--- src/rtl/ntt_stage_ctrl.sv ---
// Stage sequencer for the 8-butterfly NTT core.
// Issues 16 reads per stage, spaces stages by the BU latency, and tags write-back.
module ntt_stage_ctrl #(
  parameter int BU_LAT     = 4,
  parameter int NUM_STAGES = 7
) (
  input  logic       clk_i,
  input  logic       rst_i,
  input  logic       start_i,
  output logic       busy_o,
  output logic       done_o,
  output logic [7:0] len_o,
  output logic       zeta_start_o,
  output logic       rd_en_o,
  output logic [3:0] rd_cnt_o,
  output logic [2:0] stage_o,
  output logic       wr_en_o,
  output logic [3:0] wr_cnt_o,
  output logic [2:0] wr_stage_o
);

  typedef enum logic [2:0] {
    IDLE,
    RUN,
    GAP,
    DRAIN,
    DONE
  } state_t;

  localparam logic [3:0] WAIT_LAST  = 4'(BU_LAT - 1);
  localparam logic [2:0] LAST_STAGE = 3'(NUM_STAGES - 1);

  state_t     state;
  logic [3:0] wait_cnt;

  always_ff @(posedge clk_i) begin
    if (rst_i) begin
      state        <= IDLE;
      wait_cnt     <= '0;
      busy_o       <= 1'b0;
      done_o       <= 1'b0;
      len_o        <= 8'd1;
      zeta_start_o <= 1'b0;
      rd_en_o      <= 1'b0;
      rd_cnt_o     <= '0;
      stage_o      <= '0;
    end else begin
      zeta_start_o <= 1'b0;
      done_o       <= 1'b0;
      unique case (state)
        IDLE: begin
          if (start_i) begin
            state        <= RUN;
            busy_o       <= 1'b1;
            rd_en_o      <= 1'b1;
            rd_cnt_o     <= '0;
            stage_o      <= '0;
            len_o        <= 8'd128;
            zeta_start_o <= 1'b1;
          end
        end
        RUN: begin
          if (rd_cnt_o == 4'd15) begin
            rd_en_o  <= 1'b0;
            rd_cnt_o <= '0;
            len_o    <= 8'd1;
            wait_cnt <= '0;
            if (stage_o == LAST_STAGE) begin
              state <= DRAIN;
            end else begin
              state   <= GAP;
              stage_o <= stage_o + 3'd1;
            end
          end else begin
            rd_cnt_o <= rd_cnt_o + 4'd1;
          end
        end
        GAP: begin
          // stage_o already points at the upcoming stage
          if (wait_cnt == WAIT_LAST) begin
            state        <= RUN;
            rd_en_o      <= 1'b1;
            len_o        <= 8'd128 >> stage_o;
            zeta_start_o <= 1'b1;
          end else begin
            wait_cnt <= wait_cnt + 4'd1;
          end
        end
        DRAIN: begin
          if (wait_cnt == WAIT_LAST) begin
            state  <= DONE;
            done_o <= 1'b1;
          end else begin
            wait_cnt <= wait_cnt + 4'd1;
          end
        end
        DONE: begin
          state  <= IDLE;
          busy_o <= 1'b0;
        end
        default: begin
          state  <= IDLE;
          busy_o <= 1'b0;
        end
      endcase
    end
  end

  logic [BU_LAT-1:0] pipe_en;
  logic [3:0]        pipe_cnt   [BU_LAT];
  logic [2:0]        pipe_stage [BU_LAT];

  always_ff @(posedge clk_i) begin
    if (rst_i) begin
      pipe_en <= '0;
      for (int i = 0; i < BU_LAT; i++) begin
        pipe_cnt[i]   <= '0;
        pipe_stage[i] <= '0;
      end
    end else begin
      pipe_en[0]    <= rd_en_o;
      pipe_cnt[0]   <= rd_cnt_o;
      pipe_stage[0] <= stage_o;
      for (int i = 1; i < BU_LAT; i++) begin
        pipe_en[i]    <= pipe_en[i-1];
        pipe_cnt[i]   <= pipe_cnt[i-1];
        pipe_stage[i] <= pipe_stage[i-1];
      end
    end
  end

  assign wr_en_o    = pipe_en[BU_LAT-1];
  assign wr_cnt_o   = pipe_cnt[BU_LAT-1];
  assign wr_stage_o = pipe_stage[BU_LAT-1];

endmodule

--- config.mk ---
export PLATFORM = sky130hd
export DESIGN_NAME = ntt_stage_ctrl
export DESIGN_NICKNAME = d
export VERILOG_FILES = /design/src/rtl/ntt_stage_ctrl.sv
export SDC_FILE = /design/constraint.sdc
export NUM_CORES = 1
export LEC_CHECK = 0
export CAP_MARGIN = 20
export CORE_MARGIN = 2
export CORE_UTILIZATION = 30
export CTS_CLUSTER_SIZE = 25
export DETAILED_ROUTE_END_ITERATION = 8
export DONT_BUFFER_PORTS = 1
export PLACE_DENSITY = 0.49
export SLEW_MARGIN = 0
export SYNTH_ARGS = -nofsm -noshare
export SYNTH_HDL_FRONTEND = slang
export SYNTH_SLANG_ARGS = --single-unit
--- constraint.sdc ---
create_clock -name clk_i -period 4.2 [get_ports clk_i]
set_input_delay 0.84 -clock clk_i [delete_from_list [all_inputs] [get_ports clk_i]]
set_output_delay 0.84 -clock clk_i [all_outputs]
set_load 0.1 [all_outputs]
# == Word-level counts from Yosys, hierarchy flattened ==
# Memories as Yosys holds them, arrays and structs flattened.
# Cells that the tools add are included.
# totals
reg_bits,30
latchBits,0
ram_bits,28
romBits,0
inputBits,3
out_inout_bits,27
word_cells,90
memories,2
# mem_list
memory,words,width,rd,rd_clocked_by_memory_dff,wr,line_no,source
pipe_cnt,4,4,4,0,4,110,logic [3:0] pipe_cnt [BU_LAT];
pipe_stage,4,3,4,0,4,111,logic [2:0] pipe_stage [BU_LAT];
# classes
n_addsub,3
n_mul,0
div_mod_pow,0
n_lt_le_gt_ge,0
n_eq_ne,12
shift,1
muxes,39
bitwise,10
reduce_logical,13
# ops
cell,n
3-bit two-way mux,11
4-bit two-way mux,8
8-bit two-way mux,3
8-bit case mux with 3 select lines,1
4-bit case mux with 2 select lines,2
"2-bit inequality test, second input constant",6
3-bit case mux with 4 select lines,1
4-bit AND reduction,3
1-bit two-way mux,9
"4-bit by 1-bit adder with 4-bit output, second input constant",2
1-bit OR,8
"8-bit by 3-bit >> shifter with 8-bit output, first input constant",1
"3-bit by 2-bit equality test with 1-bit output, second input constant",2
3-bit case mux with 2 select lines,1
"4-bit by 2-bit equality test with 1-bit output, second input constant",1
"4-bit equality test, second input constant",1
1-bit case mux with 2 select lines,2
2-bit AND reduction,2
2-bit nonzero test,2
2-bit OR reduction,2
"3-bit by 1-bit adder with 3-bit output, second input constant",1
"3-bit by 1-bit equality test with 1-bit output, second input constant",1
"3-bit equality test, second input constant",1
3-bit zero test,1
other kinds (5),6

# == Depth between registers and ports, before layout ==
# Gate-level depths: netlist (run 1).
# logic_depth
depth_word,4
ltp_mapped,6
mapped_depth_nobuf,6

# == Worst setup path after synthesis (run 1) ==
# Ideal clock, no wire load.
# synth_timing
path_type,register to register
start,reg rd_cnt_o[0]
end,reg len_o[0]
setup_ps,120
arrival_ps,2144
required_time_ps,4080
path_slack_ps,1937
path_stages_with_launch,7
n_path_buf,1
synth_period_minus_slack_ps,2263
cell_sequence,dfxtp_1 -> ha_1 -> and3_1 -> buf_2 -> and2_1 -> nor2_2 -> a211o_1
# synth_between
elab_chain_len,3
# synth_lines
item,line_no,source
start: declaration,15,"output logic [3:0] rd_cnt_o,"
start signal: assignment,75,rd_cnt_o <= rd_cnt_o + 4'd1;
4-bit equality test,63,if (rd_cnt_o == 4'd15) begin
2-bit inequality test (no source line),-,
4-bit AND reduction (no source line),-,
end signal: assignment,83,len_o <= 8'd128 >> stage_o;
end: declaration,12,"output logic [7:0] len_o,"
# Every way passes these cells.
# A chain may end at the register's enable or synchronous reset.

# == Worst setup path in the final report (run 1) ==
# layout_timing
start,reg stage_o[2]
end,out stage_o[2]
# layout_rtl
item,line_no,source
start: declaration,16,"output logic [2:0] stage_o,"
start signal: assignment,72,stage_o <= stage_o + 3'd1;
# No word-level cell between the ends.

==> run_results.csv, run 1 <==
group,metric,value,unit
power,p_leak,0.000942,µW
sta,final_max_slew_viol_count,0,
synthesis,ys.warnings.count,0,
sta,hold_viol_final,0,
synthesis,synth_edf_count,0,
worst_setup_path,critPathCaptureType,"primary output",
synthesis,ys_top_cells_by_area,"dfxtp_1, nor2b_1, ha_1",
synthesis,syn_inst,217,
global_route,grt_max_degree,60,
worst_setup_path,r2r_cells,3,
die,fp.dieArea,8050,µm²
synthesis,synth_cell_types,47,
final_layout,syn_to_final_growth,15.4,%
run_status,outcome,"finished clean",
final_layout,fin_cells,327,
die,fp.coreArea,7180,µm²
die,die_w,89.7,µm
place,placedCellCount,311,
power,pwr_density_cell,493,nW/µm²
sta,timing.slew.headroom,0.239,
worst_setup_path,reg2reg_to,"len_o[2]$_SDFFE_PP0P_",
synthesis,synthArstFlopShare,0,
clock_network,clk_pin_slew,0.07,ns
global_route,antenna_found_initial,0,
place,gp_congestion,0.724,
clock_network,cts_hold_buf,0,
global_route,grt_pass1_vias,1426,
synthesis,synth_most_common_cell,"dfxtp_1",
synthesis,mappedNetlistNets,228,
routing,dr.pass1.iters,4,
clock_network,cts_tree,"yes",
sta,setup_viol,0,
die,io_pins,30,
worst_setup_path,cp-startpoint,"stage_o[2]$_SDFFE_PP0P_",
sta,tightestPinTransition,1.14,ns
worst_setup_path,worst-path-stages,0,
worst_setup_path,crit_type,"flop to primary output",
die,std_cell_rows,31,
sta,clock.fmax,444,MHz
routing,highest_layer,"met4",
synthesis,ys_top_cells_by_count,"dfxtp_1, nor2b_1, nor2_1",
clock_network,cts_root_buf,"clkbuf_8",
final_layout,diodes,0,
clock_network,cts_resized,0,
synthesis,yosysSeqAreaShare,0.527,
routing,ant_nets,0,
die,start_util,0.307,
power,ir_drop,182,µV
sta,holdWs,0.434,ns
worst_setup_path,critPathLaunchType,"flop",
worst_setup_path,path_max_fanout,7,
sta,period_needed,2.25,ns
hold_path,hp-class,"flop to flop",
synthesis,ys_seq_elements,58,
clock_network,cts-htree-levels,3,
synthesis,synthFlopType,"dfxtp_1",
place,hpwl,2790,µm
worst_setup_path,r2r_slack,1.95,ns
routing,wl_met1,2130,µm
sta,post-route-period-util,0.536,
place,portBuffers,0,
routing,wl_met3,198,µm
synthesis,yosysTopAreaCell,"dfxtp_1",
routing,wl_per_cell,13.1,µm
clock_network,post-cts-setup-buffers,0,
hold_path,min_path_cells,1,
clock_network,clk_path_buf_depth,2,
worst_setup_path,regToRegStartpoint,"stage_o[2]$_SDFFE_PP0P_",
routing,vias,1492,
global_route,overflow,0,
synthesis,yosys.area.top_type_share,0.527,
synthesis,avgSynthCellArea,10.2,µm²
sta,grt_setup_unrepaired,"no",
sta,fin_tns_setup,0,ns
routing,via_per_inst,4.56,
sta,fin_skew,0.00613,ns
die,die_h,89.7,µm
global_route,grt_pass1_wl,7350,µm
global_route,grtUsageTotal,0.116,
worst_setup_path,critical_path.endpoint,"stage_o[2]",
final_layout,layout.nets,234,
routing,route.detailed.drc,0,
routing,met2_wirelength,1890,µm
routing,routed_wl,4300,µm
clock_network,numCtsBuffers,9,
clock_network,clock-sinks,58,
clock_network,clk_latency,0.33,ns
synthesis,netlist_area,2200,µm²
worst_setup_path,arrival,1.41,ns
final_layout,drive_above_1_share,0.132,
routing,drtIter0Drc,42,
worst_setup_path,required,3.36,ns
run,maxCapViolCount,0,
-- cells by family after synthesis --
| family | synth area share |
|---|---|
| AOI/OAI and AO/OA | 0.133 |
| adders and majority gates | 0.0454 |
| buffers and inverters | 0.0358 |
| DFF | 0.527 |
| muxes | 0.00454 |
| and+or+nand+nor | 0.254 |
-- registers in the layout, summed over array words and instances, names as in the netlist --
signal	count
wait_cnt	4
state	3
zeta_start_o	1
busy_o	1
done_o	1
pipe_en	4
pipe_stage	12
len_o	8
rd_cnt_o	4
stage_o	3
pipe_cnt	16
rd_en_o	1
-- routing by layer --
layer	track usage	vias up
met4	0.0577	0
met5	0	-
met1	0.147	682
li1	-	770
met3	0.0469	8
met2	0.170	32
-- layout by cell type, fill, tap and decap left out, types with 3 or more instances in the layout --
cell type  count
nor3_1        12
clkbuf_8      10
nand2b_1       5
ha_1           8
nand4b_1       6
nor2_1        15
a21oi_1       11
dfxtp_1       58
nor2b_1       30
a211oi_1       3
nand2_1        4
inv_1          8
buf_4          5
o21ai_0        5
nand3_1        4
o31ai_1        4
-- power breakdown --
part	internal, µW	total [µW]	leakage, µW	switching [µW]
clock	351	574	0.000112	223
combinational	22.5	61.1	0.000360	38.6
sequential	562	619	0.000470	56.6
-- area by class of cell --
cell class / instances / area (µm²)
tap: 99 / 124
timing repair buffer: 5 / 37.5
clock inverter: 6 / 90.1
sequential: 58 / 1160
fill: 745 / 4630
inverter: 8 / 30.0
clock buffer: 10 / 138
multi-input combinational: 141 / 963
-- how the worst min path moves through the flow --
stage / end / slack, ns / from
after floorplan: pipe_cnt[1][0]$_SDFF_PP0_ / 0.41 / pipe_cnt[0][0]$_SDFF_PP0_
after global placement: pipe_cnt[1][2]$_SDFF_PP0_ / 0.42 / pipe_cnt[0][2]$_SDFF_PP0_
after detailed placement: pipe_cnt[3][0]$_SDFF_PP0_ / 0.42 / pipe_cnt[2][0]$_SDFF_PP0_
after CTS: pipe_cnt[3][0]$_SDFF_PP0_ / 0.44 / pipe_cnt[2][0]$_SDFF_PP0_
after global routing: pipe_stage[3][1]$_SDFF_PP0_ / 0.45 / pipe_stage[2][1]$_SDFF_PP0_
final: pipe_stage[2][0]$_SDFF_PP0_ / 0.43 / pipe_stage[1][0]$_SDFF_PP0_
-- through the flow --
stage	setup slack [ns]	cell area (µm²)	total power, µW	util
after CTS	1.93	2540	1270	0.354
after detailed placement	1.95	2320	693	0.323
after global placement	2.01	2320	692	0.323
final	1.95	2540	1250	0.354
after global routing	1.82	2540	1310	0.354
after floorplan	1.94	2200	684	-
(Power assumes the default switching activity.)
==> run 2: changes to the inputs <==
Settings changed: PLACE_DENSITY 0.49 to 0.5.
Clock period 4.2 ns to 1.9 ns, I/O delays scaled along.
==> run_results.csv, run 2 (same netlist as run 1, synthesis figures left out) <==
group,metric,value,unit
place,postPlaceCellArea,2510,µm²
die,die_h,89.7,µm
hold_path,hold_start,"rst_i",
clock_network,clk_pin_slew,0.07,ns
final_layout,final_cell_mix,"dfxtp_1, nor2b_1, buf_4",
sta,clock.fmax,583,MHz
power,p_sw_frac,0.276,
routing,drtIter0Drc,90,
worst_setup_path,cp.buffers_inverters,0,
routing,route.detailed.drc,0,
clock_network,clk_latency,0.33,ns
worst_setup_path,r2r_slack,0.19,ns
worst_setup_path,regToRegStartpoint,"wait_cnt[0]$_SDFFE_PP0P_",
worst_setup_path,crit_type,"flop to flop",
sta,period_needed,1.71,ns
routing,dr.pass1.iters,4,
place,hpwl,2880,µm
hold_path,min_to,"pipe_cnt[0][3]$_SDFF_PP0_",
die,std_cell_rows,31,
routing,routed_wl,4340,µm
worst_setup_path,slowest_delay,0.35,ns
final_layout,largest_register_ff_count,16,
worst_setup_path,reg2reg_to,"len_o[0]$_SDFFE_PP1P_",
worst_setup_path,crit_family,"compound AO/OA/AOI/OAI gates",
die,fp.dieArea,8050,µm²
worst_setup_path,cp_slowest_cell,"dfxtp_1",
sta,fin_skew,0.00541,ns
run_status,outcome,"finished clean",
worst_setup_path,r2r_cells,5,
run,maxCapViolCount,0,
clock_network,clock-sinks,58,
final_layout,layout.nets,259,
sta,grt_setup_unrepaired,"no",
power,p_int,1820,µW
die,io_pins,30,
global_route,grt_max_degree,60,
routing,wl_per_cell,12.3,µm
clock_network,clk_path_buf_depth,2,
sta,final_max_slew_viol_count,0,
global_route,antenna_found_initial,0,
global_route,grtUsageTotal,0.116,
final_layout,syn_to_final_growth,22.0,%
power,p_sw,693,µW
clock_network,cts_root_buf,"clkbuf_8",
worst_setup_path,critPathLaunchType,"flop",
global_route,overflow,0,
power,finalPower,2510,µW
die,start_util,0.307,
sta,timing.slew.headroom,0.661,
global_route,grt_pass1_wl,7450,µm
sta,post-route-period-util,0.902,
final_layout,final_common_cell,"dfxtp_1",
worst_setup_path,critPathCaptureType,"flop",
sta,tightestPinTransition,0.503,ns
power,clockPowerShare,0.391,
routing,vias,1588,
hold_path,min_path_cells,1,
die,fp.coreArea,7180,µm²
hold_path,hp-class,"input port to flop",
worst_setup_path,arrival,1.94,ns
power,combPwrFrac,0.107,
final_layout,stdcell_area,2690,µm²
sta,hold_viol_final,0,
place,portBuffers,0,
final_layout,regMostFlops,"pipe_cnt",
clock_network,cts-htree-levels,3,
worst_setup_path,required,2.13,ns
power,p_leak,0.00106,µW
global_route,grt_pass1_vias,1508,
sta,setup_viol,0,
routing,ant_nets,0,
place,gp_congestion,0.813,
power,ir_drop,321,µV
final_layout,drive_above_1_share,0.245,
routing,via_per_inst,4.51,
power,pwr_density_cell,934,nW/µm²
clock_network,numCtsBuffers,9,
final_layout,diodes,0,
power,seqPwrFrac,0.502,
sta,fin_tns_setup,0,ns
clock_network,cts_tree,"yes",
final_layout,reg_top3,"pipe_cnt x16, pipe_stage x12, len_o x8",
die,die_w,89.7,µm
worst_setup_path,path_max_fanout,9,
worst_setup_path,cp_cell_sequence,"ha_1 -> and4bb_2 -> o21ai_4 -> a221oi_1 -> a211o_1",
==> run 2: timing repair <==
item                                    CTS  global route
endpoints found under the setup margin    0             1
hold buffers                              0             0
gates resized for setup                   0             1
buffers inserted                          0             0
==> run 2: cell type report <==
class                           instances  area [µm²]
Tap cell                               99         124
Inverter                                8        30.0
Timing Repair Buffer                   30         225
Clock inverter                          5        30.0
Fill cell                             718        4490
Multi-Input combinational cell        141         968
Clock buffer                           11         141
Sequential cell                        58        1170
==> run 2: layer usage <==
metal  global-route usage  up-vias  wire length [µm]
li1                     -      815                 -
met1                0.150      736              2140
met2                0.171       31              1890
met3               0.0545        6               234
met4               0.0410        0                68
met5                    0        -                 0
==> run 2: worst register-to-register path, stage by stage, from the launching register on <==
cell and delay [ns]:
dfxtp_1 0.35, ha_1 0.26, and4bb_2 0.29, o21ai_4 0.29, a221oi_1 0.15, a211o_1 0.28
==> run 2: worst max path at each step <==
| stage | from | end | cells after the start |
|---|---|---|---|
| final | wait_cnt[0]$_SDFFE_PP0P_ | len_o[0]$_SDFFE_PP1P_ | 5 |
| after global routing | wait_cnt[0]$_SDFFE_PP0P_ | len_o[0]$_SDFFE_PP1P_ | 5 |
| after CTS | rd_cnt_o[0]$_SDFFE_PP0P_ | rd_cnt_o[3]$_SDFFE_PP0P_ | 5 |
| after detailed placement | rd_cnt_o[0]$_SDFFE_PP0P_ | rd_cnt_o[3]$_SDFFE_PP0P_ | 5 |
| after global placement | rd_cnt_o[0]$_SDFFE_PP0P_ | rd_cnt_o[3]$_SDFFE_PP0P_ | 5 |
| after floorplan | rd_cnt_o[0]$_SDFFE_PP0P_ | stage_o[0]$_SDFFE_PP0P_ | 6 |
==> run 2: per-stage QoR <==
stage,instances,hold WS (ns),utilization,setup slack [ns]
after floorplan,217,0.414,-,0.00398
after global placement,336,0.417,0.350,0.135
after detailed placement,336,0.423,0.350,0.152
after CTS,352,0.0898,0.374,0.127
after global routing,352,0.0829,0.375,0.0853
final,352,0.110,0.375,0.186
==> run 2: power groups by stage <==
stage	Sequential, µW	Clock, µW	Combinational (µW)
after floorplan	1410	0	108
after global placement	1290	0	269
after detailed placement	1290	0	268
after CTS	1260	1020	269
after global routing	1260	1080	286
final	1260	981	269
==> run 3: changes to the inputs <==
Settings changed: SKIP_LAST_GASP from default to 1.
==> results of run 3 <==
No change in the layout: final DEF, timing and power equal those of run 2.
